## config.mk

```make
export PLATFORM = sky130hd
export DESIGN_NAME = limber_gnrl_fifo_sync_v2_flat
export DESIGN_NICKNAME = d
export VERILOG_FILES = /design/src/rtl/limber_gnrl_fifo_sync_v2_if.sv /design/src/rtl/limber_gnrl_fifo_sync_v2.sv /design/src/flat_wrapper.sv
export SDC_FILE = /design/constraint.sdc
export NUM_CORES = 1
export LEC_CHECK = 0
export ABC_AREA = 1
export CELL_PAD_IN_SITES_DETAIL_PLACEMENT = 1
export CELL_PAD_IN_SITES_GLOBAL_PLACEMENT = 1
export CORE_MARGIN = 3
export CORE_UTILIZATION = 37
export CTS_BUF_LIST = sky130_fd_sc_hd__clkbuf_4 sky130_fd_sc_hd__clkbuf_8
export DETAILED_ROUTE_END_ITERATION = 7
export HOLD_SLACK_MARGIN = 0.03
export PLACE_DENSITY = 0.72
export SLEW_MARGIN = 10
export SYNTH_ARGS = -nofsm -noshare
export SYNTH_HDL_FRONTEND = slang
export SYNTH_SLANG_ARGS = --single-unit
```

## constraint.sdc

```tcl
create_clock -name clk -period 3.3 [get_ports clk]
set_input_delay 0.495 -clock clk [delete_from_list [all_inputs] [get_ports clk]]
set_output_delay 0.495 -clock clk [all_outputs]
set_load 0.02 [all_outputs]
```

## src/rtl/limber_gnrl_fifo_sync_v2_if.sv

```systemverilog
// Handshake/data bundle between a FIFO user and limber_gnrl_fifo_sync_v2.
interface limber_gnrl_fifo_sync_v2_if #(
  parameter int unsigned DW = 8,
  parameter int unsigned AW = 4
);
  logic [DW-1:0] din;
  logic          wen;
  logic          ren;
  logic          err_clr;
  logic [DW-1:0] dout;
  logic          dout_vld;
  logic          empty;
  logic          full;
  logic          almost_empty;
  logic          almost_full;
  logic [AW:0]   count;
  logic          overflow;
  logic          underflow;

  modport master (
    output din, wen, ren, err_clr,
    input  dout, dout_vld, empty, full, almost_empty, almost_full,
           count, overflow, underflow
  );

  modport slave (
    input  din, wen, ren, err_clr,
    output dout, dout_vld, empty, full, almost_empty, almost_full,
           count, overflow, underflow
  );
endinterface

```

## src/rtl/limber_gnrl_fifo_sync_v2.sv

```systemverilog
// Synchronous FIFO using all 2^AW entries (wrap-bit pointers), with occupancy
// count, almost thresholds, sticky error flags and FWFT/registered read modes.
module limber_gnrl_fifo_sync_v2 #(
  parameter int unsigned DW           = 8,
  parameter int unsigned AW           = 4,
  parameter int unsigned FWFT         = 0,
  parameter int unsigned AFULL_TH     = (1 << AW) - 2,
  parameter int unsigned AEMPTY_TH    = 1,
  parameter int unsigned FORCE_X2ZERO = 0
) (
  input logic                      clk,
  input logic                      rst,
  limber_gnrl_fifo_sync_v2_if.slave fifo_if
);

  localparam int unsigned DP = 1 << AW;
  localparam int unsigned CW = AW + 1;

  logic [DW-1:0] mem [DP];

  logic [CW-1:0] wptr_q, rptr_q, count_q;
  logic [CW-1:0] wptr_nxt, rptr_nxt, count_nxt;
  logic          empty_q, full_q, aempty_q, afull_q;
  logic          overflow_q, underflow_q;
  logic          wr_acc, rd_acc;
  logic          empty_nxt, full_nxt;
  logic [AW-1:0] waddr, raddr;
  logic [DW-1:0] rd_data;
  logic          rd_vld;

  // Acceptance on pre-edge flags and next-state pointer/count arithmetic
  always_comb begin
    wr_acc    = fifo_if.wen & ~full_q;
    rd_acc    = fifo_if.ren & ~empty_q;
    waddr     = wptr_q[AW-1:0];
    raddr     = rptr_q[AW-1:0];
    wptr_nxt  = wptr_q + CW'(wr_acc);
    rptr_nxt  = rptr_q + CW'(rd_acc);
    count_nxt = count_q + CW'(wr_acc) - CW'(rd_acc);
    empty_nxt = (wptr_nxt == rptr_nxt);
    full_nxt  = (wptr_nxt[AW-1:0] == rptr_nxt[AW-1:0]) &&
                (wptr_nxt[AW] != rptr_nxt[AW]);
  end

  // Pointers, occupancy and status flags, all registered so they are glitch-free
  always_ff @(posedge clk or negedge rst) begin
    if (!rst) begin
      wptr_q      <= '0;
      rptr_q      <= '0;
      count_q     <= '0;
      empty_q     <= 1'b1;
      full_q      <= 1'b0;
      aempty_q    <= 1'b1;
      afull_q     <= 1'(AFULL_TH == 0);
      overflow_q  <= 1'b0;
      underflow_q <= 1'b0;
    end else begin
      wptr_q      <= wptr_nxt;
      rptr_q      <= rptr_nxt;
      count_q     <= count_nxt;
      empty_q     <= empty_nxt;
      full_q      <= full_nxt;
      aempty_q    <= (count_nxt <= CW'(AEMPTY_TH));
      afull_q     <= (count_nxt >= CW'(AFULL_TH));
      overflow_q  <= (fifo_if.wen & full_q)  | (overflow_q  & ~fifo_if.err_clr);
      underflow_q <= (fifo_if.ren & empty_q) | (underflow_q & ~fifo_if.err_clr);
    end
  end

  // Storage array; contents are intentionally not reset
  always_ff @(posedge clk) begin
    if (wr_acc) begin
      mem[waddr] <= fifo_if.din;
    end
  end

  generate
    if (FWFT != 0) begin : g_fwft
      // Head entry is presented combinationally whenever the FIFO holds data
      always_comb begin
        rd_data = mem[raddr];
        rd_vld  = ~empty_q;
      end
    end else begin : g_reg
      logic [DW-1:0] dout_q;
      logic          dout_vld_q;

      // Registered read: data lands one cycle after an accepted ren
      always_ff @(posedge clk or negedge rst) begin
        if (!rst) begin
          dout_q     <= '0;
          dout_vld_q <= 1'b0;
        end else begin
          dout_vld_q <= rd_acc;
          if (rd_acc) begin
            dout_q <= mem[raddr];
          end
        end
      end

      always_comb begin
        rd_data = dout_q;
        rd_vld  = dout_vld_q;
      end
    end
  endgenerate

  // Output drive, optionally masking invalid data to zero
  always_comb begin
    fifo_if.dout         = ((FORCE_X2ZERO != 0) && !rd_vld) ? '0 : rd_data;
    fifo_if.dout_vld     = rd_vld;
    fifo_if.empty        = empty_q;
    fifo_if.full         = full_q;
    fifo_if.almost_empty = aempty_q;
    fifo_if.almost_full  = afull_q;
    fifo_if.count        = count_q;
    fifo_if.overflow     = overflow_q;
    fifo_if.underflow    = underflow_q;
  end

endmodule

```

## src/flat_wrapper.sv

```systemverilog
// flat-port wrapper written by rule: the top's interface ports become plain ports
module limber_gnrl_fifo_sync_v2_flat 
#(
  parameter int unsigned DW           = 8,
  parameter int unsigned AW           = 4,
  parameter int unsigned FWFT         = 0,
  parameter int unsigned AFULL_TH     = (1 << AW) - 2,
  parameter int unsigned AEMPTY_TH    = 1,
  parameter int unsigned FORCE_X2ZERO = 0
)
  (clk, rst, fifo_if_din, fifo_if_wen, fifo_if_ren, fifo_if_err_clr, fifo_if_dout, fifo_if_dout_vld, fifo_if_empty, fifo_if_full, fifo_if_almost_empty, fifo_if_almost_full, fifo_if_count, fifo_if_overflow, fifo_if_underflow);
  limber_gnrl_fifo_sync_v2_if #(.DW(DW), .AW(AW)) fifo_if_i ();
  input logic clk;
  input logic rst;
  input wire logic [$bits(fifo_if_i.din)-1:0] fifo_if_din;
  input wire logic [$bits(fifo_if_i.wen)-1:0] fifo_if_wen;
  input wire logic [$bits(fifo_if_i.ren)-1:0] fifo_if_ren;
  input wire logic [$bits(fifo_if_i.err_clr)-1:0] fifo_if_err_clr;
  output wire logic [$bits(fifo_if_i.dout)-1:0] fifo_if_dout;
  output wire logic [$bits(fifo_if_i.dout_vld)-1:0] fifo_if_dout_vld;
  output wire logic [$bits(fifo_if_i.empty)-1:0] fifo_if_empty;
  output wire logic [$bits(fifo_if_i.full)-1:0] fifo_if_full;
  output wire logic [$bits(fifo_if_i.almost_empty)-1:0] fifo_if_almost_empty;
  output wire logic [$bits(fifo_if_i.almost_full)-1:0] fifo_if_almost_full;
  output wire logic [$bits(fifo_if_i.count)-1:0] fifo_if_count;
  output wire logic [$bits(fifo_if_i.overflow)-1:0] fifo_if_overflow;
  output wire logic [$bits(fifo_if_i.underflow)-1:0] fifo_if_underflow;
  assign fifo_if_i.din = fifo_if_din;
  assign fifo_if_i.wen = fifo_if_wen;
  assign fifo_if_i.ren = fifo_if_ren;
  assign fifo_if_i.err_clr = fifo_if_err_clr;
  assign fifo_if_dout = fifo_if_i.dout;
  assign fifo_if_dout_vld = fifo_if_i.dout_vld;
  assign fifo_if_empty = fifo_if_i.empty;
  assign fifo_if_full = fifo_if_i.full;
  assign fifo_if_almost_empty = fifo_if_i.almost_empty;
  assign fifo_if_almost_full = fifo_if_i.almost_full;
  assign fifo_if_count = fifo_if_i.count;
  assign fifo_if_overflow = fifo_if_i.overflow;
  assign fifo_if_underflow = fifo_if_i.underflow;
  limber_gnrl_fifo_sync_v2 #(.DW(DW), .AW(AW), .FWFT(FWFT), .AFULL_TH(AFULL_TH), .AEMPTY_TH(AEMPTY_TH), .FORCE_X2ZERO(FORCE_X2ZERO)) u_core (.clk(clk), .rst(rst), .fifo_if(fifo_if_i));
endmodule
```

==> qor.txt <==
Routed Wire Length - 15,970 µm
Max-Cap Viols - 0
period utilisation layout - 70.30%
height of the chip - 139.6 µm
number of cells on the worst reg-to-reg path - 10
unrepaired setup endpoints after global routing - no
first-pass GRT wire length - 25,570 µm
Place WS - 520.5 ps
main area contributors after synthesis - edfxtp_1 (58%), nand2_1 (12%), dfrtp_1 (11%)
worst reg2reg endpoint - u_core.fifo_if.almost_empty$_DFF_PN1_
CTS Hold Buffers Added - 0
cell internal power dissipation - 4.075 mW
core area - 0.01736 mm²
Area growth, synth to finish - 12.68%
clock latency on the worst-skew pair - 450 ps
worst min-delay path endpoint - u_core.fifo_if.dout[5]$_DFFE_PN0P_
vias per inst - 5.024
portion of the post-synthesis area used by sequential elements - 69.61%
reg2reg setup slack - 980 ps
floorplan die area - 0.01949 mm²
root buffer cell - clkbuf_8
vias in the first global route - 4,527
Final nets - 629
DRC Markers - 0
highest attainable clock frequency - 431.0 MHz
Critical Path Start Type - flip-flop
worst clock skew - 9.685 ps
Worst EP required - 3660 ps
Max-slew headroom - 27.09%
Die X - 139.6 µm
cts bufs inserted - 17
number of antenna violations at the first check in global routing - 0
CTS clock-pin slew for the worst setup and hold paths - 80 ps
maximum number of buffers from clock root to sink - 2
Overflow after GRT - 0
number of buffers inserted by port buffering - 32
Yosys reg bits - 158
switching power summed over all nets - 2.796 mW
beginning of the worst hold path - u_core.fifo_if.dout[5]$_DFFE_PN0P_
drt initial violations - 299
Detail Route Antenna Nets - 0
Synth top area share - 58.20%
vias after detailed routing - 4,240
final-report hold violation count - 0
critical path data arrival time - 2680 ps
count of pins on the block boundary - 33
H-tree lvl count - 4
global routing usage summed across all routing layers - 17.21%
proportion of total power due to net switching - 40.69%
Mapped Area - 0.006604 mm²
cell row count - 48
Syn Inst Count - 572
total inserted antenna cells - 0
clock share of power - 18.9%
number of pins with negative max-slew slack in the final report - 0
Initial Utilization - 38.05%
CP Class - reg -> reg
maximum number of pins on one net before global-route repair - 66
final core area utilization - 42.87%
count of cell types in the netlist - 23
Final Wtd Congestion - 0.8390
Pre-Repair DR Iteration Count - 5
Syn Area/Cell - 11.55 µm²
Final Setup Violations - 0
proportion of layout cells with a drive suffix above 1 - 7.916%
area used by multi-input combinational logic - 0.001749 mm²
classification of the worst-slack hold path - reg -> reg
Gate power share - 41.4%
CP endpoint kind - flip-flop
total power divided by cell area - 923.4 mW/mm²
post-layout min period - 2320 ps
largest voltage drop on the vdd net - 0.3783 mV
clock tree from TritonCTS - done
number of sinks driven by the clock tree - 158
worst hold path stage count - 2
maximum fanout encountered on the critical timing path - 4
run status - finished, final reports clean
most frequent cells in the layout - nand2_1 (208), edfxtp_1 (128), nand3_1 (101)
RR Startpoint - u_core.fifo_if.empty$_DFF_PN1_
number of fill cells - 1,833
register share of total power - 39.8%
launch point of the critical path - u_core.fifo_if.empty$_DFF_PN1_
leakage power summed over all cells - 2.865 nW
post-cts gate resize count - 0
number of setup buffers added after CTS - 0
number of warnings reported in the yosys synthesis log - 0
setup slack of the critical path after layout - 979.9 ps
post-route setup TNS - 0 ps
most common cell after layout, fill and taps aside - nand2_1
Worst-Margin Slew - 1092 ps
HPWL after DPL - 10,650 µm
post-synthesis net count - 595
area used by sequential logic in the layout - 0.004598 mm²
Wirelength per Cell - 18.92 µm
Synth area leader - edfxtp_1
==> cell families (layout without fill, tap and decap cells) <==
kind of cell | after synthesis | after routing | synth area share [%]
AO/OA/AOI/OAI | 5 | 5 | 0.3789
flip-flops | 158 | 158 | 69.61
adder cells (fa/ha/maj) | 10 | 10 | 2.008
XOR/XNOR | 15 | 15 | 2.672
AND/OR/NAND/NOR | 337 | 337 | 21.43
buffers and inverters | 47 | 94 | 3.903
==> metrics by stage <==
stage / hold slack, ps / cell area [µm²] / cells / total power [mW]
global route: 519.8 / 7441 / 844 / 7.374
finish: 492.8 / 7441 / 844 / 6.871
floorplan: 199.4 / 6604 / 572 / 4.735
global placement: 467.9 / 7092 / 812 / 5.523
detailed placement: 468.6 / 7092 / 812 / 5.639
CTS: 490.7 / 7441 / 844 / 6.929
==> state kept, by name, indices dropped and copies added, names as in the netlist <==
| name | flops |
|---|---|
| u_core.wptr_q | 5 |
| u_core.fifo_if.full | 1 |
| u_core.fifo_if.count | 5 |
| u_core.fifo_if.almost_full | 1 |
| u_core.fifo_if.almost_empty | 1 |
| u_core.fifo_if.empty | 1 |
| u_core.fifo_if.dout | 8 |
| u_core.fifo_if.overflow | 1 |
| u_core.rptr_q | 5 |
| u_core.fifo_if.dout_vld | 1 |
| u_core.fifo_if.underflow | 1 |
| u_core.mem | 128 |
==> per-layer routing <==
layer,track usage [%],up-vias,wire length [µm]
met3,3.814,16,738
met4,5.915,0,223
met1,22.97,2141,7109
li1,-,2006,-
met5,0,-,0
met2,28.02,77,7900
==> Yosys cell counts <==
cell type    n
nor2_1      22
o21ai_0      3
inv_2        2
edfxtp_1   128
xor2_1       6
nor3_1       1
nand2_1    208
dfrtp_1     28
nand3_2      2
fa_1         1
xnor2_2      1
a21oi_1      2
nand3b_1     2
xor2_4       1
xnor2_4      1
xnor2_1      6
ha_1         9
buf_2       17
buf_6        8
dfstp_2      2
nor2_2       1
nand3_1    101
inv_1       20
==> how the worst max path moves through the flow <==
stage	to	slack [ps]	cells past startpoint
final	u_core.fifo_if.almost_empty$_DFF_PN1_	980	10
after global routing	u_core.fifo_if.almost_empty$_DFF_PN1_	850	10
after CTS	u_core.fifo_if.almost_empty$_DFF_PN1_	960	10
after detailed placement	u_core.fifo_if.almost_empty$_DFF_PN1_	520	12
after global placement	u_core.fifo_if.almost_empty$_DFF_PN1_	680	12
after floorplan	u_core.fifo_if.almost_empty$_DFF_PN1_	1110	10
==> power by group through the flow <==
stage	logic (mW)	clock network (mW)	registers, mW
6_report	2.84	1.30	2.73
5_1_grt	3.19	1.41	2.77
4_1_cts	2.87	1.32	2.74
3_5_place_dp	2.86	0	2.78
3_3_place_gp	2.75	0	2.77
2_1_floorplan	1.90	0	2.83
==> layout make-up <==
type	count	share of cell area (%)
Clock buffer	19	3.346
Timing Repair Buffer	40	5.112
Sequential cell	158	61.80
Clock inverter	13	1.345
Tap cell	225	3.783
Inverter	22	1.110
Multi-Input combinational cell	367	23.51
==> worst max-delay path: stages, from the launching register on <==
cell     delay [ps]
dfstp_2         570
nor2_2           60
ha_1            260
inv_1            40
ha_1            220
fa_1            420
nand3_1         120
nand2_1          70
xor2_1          220
nand2_1          70
nor3_1          180
Note: power is estimated with default switching activity, not from simulation.
